`src/rtl/m_phy_tx_sm_ml.sv`:
```
// m_phy_tx_sm_ml: shared multi-lane M-PHY TX state machine with lane-skew detection
//   i_clk, i_reset_n          clock, asynchronous active-low reset
//   i_power_on                leave UNPOWERED
//   i_phy_reset / i_sap_reset force DISABLED / LINE_RESET (sap also clears o_lane_err)
//   i_rct, i_*_2_*            return-to-HIBERN8 and burst exit requests
//   i_lane_en, i_line_state   lane mask and per-lane line state (N=0,P=1,Q=2,Z=3)
//   i_cfg_t_*                 quasi-static timing thresholds
//   o_phy_state               state code, one cycle late
//   o_busy, o_lane_err        registered busy flag, sticky skew error
module m_phy_tx_sm_ml #(
   parameter int NUM_LANES        = 4,
   parameter int CNT_W            = 16,
   parameter int RESET_COMPLETION = 16
) (
   input  logic                   i_clk,
   input  logic                   i_reset_n,
   input  logic                   i_power_on,
   input  logic                   i_phy_reset,
   input  logic                   i_sap_reset,
   input  logic                   i_rct,
   input  logic                   i_pwm_2_sleep,
   input  logic                   i_pwm_2_line_cfg,
   input  logic                   i_line_cfg_2_sleep,
   input  logic                   i_line_cfg_2_stall,
   input  logic                   i_hs_2_stall,
   input  logic                   i_hs_2_line_cfg,
   input  logic [NUM_LANES-1:0]   i_lane_en,
   input  logic [2*NUM_LANES-1:0] i_line_state,
   input  logic [CNT_W-1:0]       i_cfg_t_active,
   input  logic [CNT_W-1:0]       i_cfg_t_line_reset,
   input  logic [CNT_W-1:0]       i_cfg_t_hs_prepare,
   input  logic [CNT_W-1:0]       i_cfg_t_pwm_prepare,
   input  logic [CNT_W-1:0]       i_cfg_t_skew,
   output logic [3:0]             o_phy_state,
   output logic                   o_busy,
   output logic                   o_lane_err
);
   typedef enum logic [3:0] {
      S_UNPOWERED  = 4'd0,
      S_DISABLED   = 4'd1,
      S_HIBERN8    = 4'd2,
      S_SLEEP      = 4'd3,
      S_STALL      = 4'd4,
      S_PWM_BURST  = 4'd5,
      S_LINE_CFG   = 4'd6,
      S_HS_BURST   = 4'd7,
      S_LINE_RESET = 4'd8
   } state_t;
   localparam logic [CNT_W:0]   ONE = {{CNT_W{1'b0}}, 1'b1};
   localparam logic [CNT_W-1:0] C1  = {{(CNT_W-1){1'b0}}, 1'b1};
   localparam logic [CNT_W:0]   RC  = (CNT_W+1)'(RESET_COMPLETION);
   state_t           r_state, w_nxt_state;
   logic [CNT_W-1:0] r_count, r_skew, w_nxt_count, w_nxt_skew, w_cnt_inc, w_skew_inc;
   logic [3:0]       w_seen;
   logic             w_all_n, w_all_p, w_any_z, w_mis, w_skew_st, w_trip, w_rc_done;
   logic             w_nxt_err, w_nxt_busy;
   // count+1 >= max(thr,1), evaluated one bit wider so the saturated count cannot wrap
   function automatic logic f_reach(input logic [CNT_W-1:0] cnt, input logic [CNT_W-1:0] thr);
      return ({1'b0, cnt} + ONE) >= ((thr == '0) ? ONE : {1'b0, thr});
   endfunction
   // one-hot set of line values seen on enabled lanes; every aggregate derives from it
   always_comb begin
      w_seen = '0;
      for (int i = 0; i < NUM_LANES; i++)
         if (i_lane_en[i]) w_seen[i_line_state[2*i +: 2]] = 1'b1;
   end
   assign w_all_n    = (w_seen == 4'b0001);
   assign w_all_p    = (w_seen == 4'b0010);
   assign w_any_z    = w_seen[3];
   assign w_mis      = (w_seen & (w_seen - 4'd1)) != 4'd0;
   assign w_cnt_inc  = &r_count ? r_count : r_count + C1;
   assign w_skew_inc = &r_skew ? r_skew : r_skew + C1;
   assign w_skew_st  = r_state inside {S_HIBERN8, S_SLEEP, S_STALL, S_LINE_RESET};
   assign w_trip     = w_skew_st && w_mis && f_reach(r_skew, i_cfg_t_skew);
   assign w_rc_done  = ({1'b0, r_count} + ONE) >= RC;
   always_comb begin
      w_nxt_state = r_state;
      w_nxt_count = r_count;
      w_nxt_err   = o_lane_err;
      w_nxt_skew  = (w_skew_st && w_mis) ? w_skew_inc : '0;
      if (i_phy_reset) begin
         w_nxt_state = S_DISABLED;
         w_nxt_count = '0;
         w_nxt_skew  = '0;
      end else if (i_sap_reset) begin
         w_nxt_state = S_LINE_RESET;
         w_nxt_count = '0;
         w_nxt_skew  = '0;
         w_nxt_err   = 1'b0;
      end else if (w_trip) begin
         w_nxt_state = S_HIBERN8;
         w_nxt_count = '0;
         w_nxt_skew  = '0;
         w_nxt_err   = 1'b1;
      end else begin
         case (r_state)
            S_UNPOWERED: if (i_power_on) w_nxt_state = S_DISABLED;
            S_DISABLED: begin
               w_nxt_state = w_rc_done ? S_HIBERN8 : S_DISABLED;
               w_nxt_count = w_rc_done ? '0 : w_cnt_inc;
            end
            S_HIBERN8: begin
               if (w_any_z) w_nxt_count = '0;
               else if (w_all_n && f_reach(r_count, i_cfg_t_active)) begin
                  w_nxt_state = S_STALL;
                  w_nxt_count = '0;
               end else if (w_all_n) w_nxt_count = w_cnt_inc;
               else if (!w_mis) begin
                  w_nxt_state = S_SLEEP;
                  w_nxt_count = '0;
               end
            end
            S_SLEEP, S_STALL: begin
               if (i_rct) begin
                  w_nxt_state = S_HIBERN8;
                  w_nxt_count = '0;
               end else if (w_all_n) w_nxt_count = '0;
               else if (w_all_p && f_reach(r_count, (r_state == S_SLEEP) ? i_cfg_t_pwm_prepare : i_cfg_t_hs_prepare)) begin
                  w_nxt_state = (r_state == S_SLEEP) ? S_PWM_BURST : S_HS_BURST;
                  w_nxt_count = '0;
               end else if (w_all_p) w_nxt_count = w_cnt_inc;
            end
            S_LINE_RESET: begin
               if (w_all_n && f_reach(r_count, i_cfg_t_line_reset)) begin
                  w_nxt_state = S_SLEEP;
                  w_nxt_count = '0;
               end else if (w_all_p) w_nxt_count = w_cnt_inc;
            end
            S_PWM_BURST: w_nxt_state = i_pwm_2_sleep ? S_SLEEP : i_pwm_2_line_cfg ? S_LINE_CFG : S_PWM_BURST;
            S_LINE_CFG: w_nxt_state = i_rct ? S_HIBERN8 : i_line_cfg_2_sleep ? S_SLEEP :
                                      i_line_cfg_2_stall ? S_STALL : S_LINE_CFG;
            S_HS_BURST: w_nxt_state = i_hs_2_stall ? S_STALL : i_hs_2_line_cfg ? S_LINE_CFG : S_HS_BURST;
            default: begin
               w_nxt_state = S_UNPOWERED;
               w_nxt_count = '0;
            end
         endcase
      end
   end
   // busy reflects the state being entered, so it lines up with r_state rather than o_phy_state
   assign w_nxt_busy = (w_nxt_state inside {S_DISABLED, S_LINE_RESET, S_PWM_BURST, S_LINE_CFG, S_HS_BURST}) ||
                       ((w_nxt_state inside {S_SLEEP, S_STALL}) && (w_nxt_count != '0));
   always_ff @(posedge i_clk or negedge i_reset_n) begin
      if (!i_reset_n) begin
         r_state     <= S_UNPOWERED;
         r_count     <= '0;
         r_skew      <= '0;
         o_phy_state <= 4'd0;
         o_busy      <= 1'b0;
         o_lane_err  <= 1'b0;
      end else begin
         r_state     <= w_nxt_state;
         r_count     <= w_nxt_count;
         r_skew      <= w_nxt_skew;
         o_phy_state <= r_state;
         o_busy      <= w_nxt_busy;
         o_lane_err  <= w_nxt_err;
      end
   end
endmodule

```
`config.mk`:
```
export PLATFORM = sky130hd
export DESIGN_NAME = m_phy_tx_sm_ml
export DESIGN_NICKNAME = d
export VERILOG_FILES = /design/src/rtl/m_phy_tx_sm_ml.sv
export SDC_FILE = /design/constraint.sdc
export NUM_CORES = 1
export LEC_CHECK = 0
export ABC_AREA = 1
export CAP_MARGIN = 10
export CORE_MARGIN = 4
export CORE_UTILIZATION = 50
export CTS_CLUSTER_DIAMETER = 50
export DETAILED_ROUTE_END_ITERATION = 10
export PLACE_DENSITY_LB_ADDON = 0.3
export SLEW_MARGIN = 20
export SYNTH_ARGS = -nofsm -noshare
export SYNTH_HDL_FRONTEND = slang
export SYNTH_SLANG_ARGS = --single-unit
```
`constraint.sdc`:
```
create_clock -name i_clk -period 4.3 [get_ports i_clk]
set_input_delay 0.43 -clock i_clk [delete_from_list [all_inputs] [get_ports i_clk]]
set_output_delay 0.43 -clock i_clk [all_outputs]
set_load 0.02 [all_outputs]
```
==> Flow_metrics.wiki <==
{| class="wikitable"
! Metric !! Value
|-
| Result of the run || complete, no violations
|-
| Clock tree sinks || 42
|-
| Vias after detailed routing || 6600
|-
| Overall routed net length || between 15000 and 20000 µm
|-
| Sort of element at the start of the critical path || flop
|-
| First-pass GRT wire length || ~28000 µm
|-
| Global placer's final weighted congestion || just under 1
|-
| Maximum level of the CTS H-tree || 2
|-
| Total clock buffers created by CTS || 5
|-
| Antenna diode instance count || 0
|-
| Core Area || 11470 µm²
|-
| Number of I/O port buffers || 109
|-
| Nets@finish || 1258
|-
| Post-Syn Area || 5894 µm²
|-
| Largest net degree at the start of global routing || 43
|-
| Max Buffers Root-to-Sink || 2
|-
| Final Hold Vio Count || 0
|-
| Most frequent cell on the critical path || sky130_fd_sc_hd__nand2_1
|-
| Total Power Consumption || 1.087 mW
|-
| Number of pins with negative max-slew slack in the final report || 0
|-
| Static leakage || roughly 4 nW
|-
| Average vias per placed instance || 5.361
|-
| Setup Crit Path Kind || flop to flop
|-
| Vertical die dimension || 116.6 µm
|-
| Data arrival at the endpoint of the critical path || between 3 and 4 ns
|-
| Final clock skew || a little over 0.007 ns
|-
| Leftover overflow at the end of global routing || 0
|-
| Clock slew at reported path FFs || around 0.060 ns
|-
| Number of distinct library cells after synthesis || 45
|-
| Final critical path time including I/O delays and setup || between 3 and 4 ns
|-
| Cell area reported after detailed placement || ~7100 µm²
|-
| Area share of the largest cell type after synthesis || ~18%
|-
| Count of placed standard cells including taps || about 1200
|-
| Initial core utilization || between 50% and 60%
|-
| Measured slew at the worst slew-check pin || ~0.67 ns
|-
| Pre-Repair DR Iteration Count || 5
|-
| Slowest cell on the critical path || sky130_fd_sc_hd__dfrtp_1
|-
| Highest cell delay on the worst timing path || roughly 0.48 ns
|-
| Yosys warnings || 0
|-
| TritonCTS clock tree || done
|-
| Critical Path RT || 4.48 ns
|-
| Crit path capture type || flop
|-
| Root buffer cell || sky130_fd_sc_hd__clkbuf_16
|-
| Cells after Synth || between 900 and 1000
|-
| Die Wd || between 100 and 150 µm
|-
| Total non-filler cell area in the finished layout || approximately 7300 µm²
|-
| Biggest area consumer among synthesized cells || sky130_fd_sc_hd__dfrtp_1
|-
| Post-route fraction of the period consumed by the critical path || 88.06%
|-
| Ports || 110
|-
| Fraction of layout instances using a drive strength above 1 || between 4 and 5%
|-
| Commonest cells in the synthesized netlist || sky130_fd_sc_hd__nand2_1, sky130_fd_sc_hd__inv_1, sky130_fd_sc_hd__nor2_1
|-
| Max-cap violations || 0
|-
| Peak supply drop || roughly 0.12 mV
|-
| Later-pin clock latency in the skew report || 0.29 ns
|-
| Area grow syn2layout || 23.41%
|-
| DRC violations left || 0
|-
| Leading cell type by number of instances after synthesis || sky130_fd_sc_hd__nand2_1
|-
| Headroom to the max-slew limit || between 50 and 60%
|-
| Antenna violations before repair || 0
|-
| Non-Filler Instances || around 1200
|-
| Register area share after synthesis || between 10% and 20%
|-
| Worst min-delay path class || input port to async pin
|-
| Setup repair after global routing missed its margin || no
|-
| Overall die area || roughly 14000 µm²
|-
| Final setup violating endpoints || 0
|-
| Upper clock frequency limit || between 0.2 and 0.3 GHz
|-
| Number of synthesized flops with an enable pin || 0
|-
| Number of synthesized register bits || 42
|-
| Final TNS setup || 0 ns
|-
| Number of antenna-violating nets in the routed design || 0
|-
| Syn_nets || about 1200
|-
| First DRT Iteration DRCs || between 500 and 600
|-
| Vias in the first global route || 6101
|-
| Cells taking the most area after synthesis || sky130_fd_sc_hd__dfrtp_1, sky130_fd_sc_hd__nand2_1, sky130_fd_sc_hd__ha_1, sky130_fd_sc_hd__inv_1, sky130_fd_sc_hd__nor2_1
|-
| Wire length per cell after detailed routing || ~14 µm
|-
| Critical-path maximum fanout || 17
|-
| Async S/R FF share, synth || 100.0%
|-
| Detailed-placement wirelength estimate || ~14000 µm
|-
| Number of buffers inserted by hold repair at cts || 0
|-
| Top FF cell, synth || sky130_fd_sc_hd__dfrtp_1
|-
| Post-synthesis area per instance || between 6 and 7 µm²
|-
| GRT Overall Usage || about a quarter
|-
| PwrDens || between 100 and 150 nW/µm²
|-
| Site row count || 39
|-
| Hold Slack || between 0.1 and 0.15 ns
|}
## what timing repair did
item / 4_1_cts / 5_1_grt
setup buffers: 0 / 0
resized for setup: 0 / 1
setup endpoints to repair: 0 / 10
## registers in the layout (all words and copies together), names as in the netlist
| register | flops |
|---|---|
| r_state | 4 |
| o_busy | 1 |
| o_lane_err | 1 |
| o_phy_state | 4 |
| r_count | 16 |
| r_skew | 16 |
## worst max-delay path, delay by kind of cell (launching register included)
kind                     cells  cell delay, ns
AND/OR/NAND/NOR             21            2.03
AO/OA/AOI/OAI                2            0.42
flip-flops                   1            0.48
adder cells (fa/ha/maj)      1            0.17
buffers and inverters        1            0.26
multiplexers                 1            0.30
## cell usage in the layout, fill, tap and decap left out, types with 9 or more instances in the layout
| master | Yosys | final |
|---|---|---|
| sky130_fd_sc_hd__dfrtp_1 | 42 | 42 |
| sky130_fd_sc_hd__a211oi_1 | 9 | 9 |
| sky130_fd_sc_hd__inv_1 | 186 | 186 |
| sky130_fd_sc_hd__nor4_1 | 11 | 11 |
| sky130_fd_sc_hd__nor3_1 | 21 | 20 |
| sky130_fd_sc_hd__ha_1 | 67 | 67 |
| sky130_fd_sc_hd__nor2_1 | 108 | 108 |
| sky130_fd_sc_hd__o21ai_0 | 40 | 40 |
| sky130_fd_sc_hd__nand3_1 | 77 | 77 |
| sky130_fd_sc_hd__clkdlybuf4s50_1 | 0 | 108 |
| sky130_fd_sc_hd__xor2_1 | 11 | 11 |
| sky130_fd_sc_hd__nand2_1 | 253 | 253 |
| sky130_fd_sc_hd__a21oi_1 | 38 | 38 |
| sky130_fd_sc_hd__nand4_1 | 31 | 31 |
## path summary, 6_finish.rpt
path                            start        endpoint  slack, ns  cells after the start
min in group i_clk         r_state[3]  o_phy_state[3]       0.45                      0
max in group asynchronous   i_reset_n     r_count[14]       3.75                      1
setup / recovery           r_state[0]          o_busy       0.51                     26
hold / removal              i_reset_n      r_skew[12]       0.14                      1
setup reg to reg           r_state[0]          o_busy       0.51                     26
hold reg to reg            r_state[3]  o_phy_state[3]       0.45                      0
## per-stage QoR
stage	util [%]	setup slack [ns]
2_1_floorplan	-	0.9916
3_3_place_gp	62.05	0.5266
3_5_place_dp	62.05	0.5030
4_1_cts	63.37	0.4216
5_1_grt	63.44	0.02259
6_report	63.44	0.5135
## cell type report
cell class              count  area (µm²)
fillers                  1079        4193
clock buffers               6       138.9
inverters                 195       737.0
well taps                 143       178.9
repair buffers            114        1126
multi-input cells         729        4030
flip-flops and latches     42        1051
clock inverters             2       12.51
## cells by family (layout without fill, tap and decap cells)
group,after synthesis,count (layout),share of synthesized area (%)
AND/OR/NAND/NOR,535,535,40.63
buffers and inverters,209,317,13.88
AO/OA/AOI/OAI,106,106,10.15
adder cells (fa/ha/maj),67,67,14.22
flip-flops,42,42,17.83
XOR/XNOR,13,13,1.932
multiplexers,8,8,1.359
## layer usage
| layer | vias to the layer above | global-route usage (%) | wire length (µm) |
|---|---|---|---|
| met2 | 239 | 43.29 | 7887 |
| met1 | 2953 | 34.62 | 7727 |
| met5 | - | 0 | 0 |
| met3 | 32 | 3.627 | 1476 |
| li1 | 3376 | - | - |
| met4 | 0 | 5.581 | 298 |
## where the power goes
part,switching [mW],total (mW),internal [mW]
sequential,0.00420,0.404,0.399
combinational,0.152,0.292,0.140
clock,0.161,0.392,0.230
(Power assumes the default switching activity.)
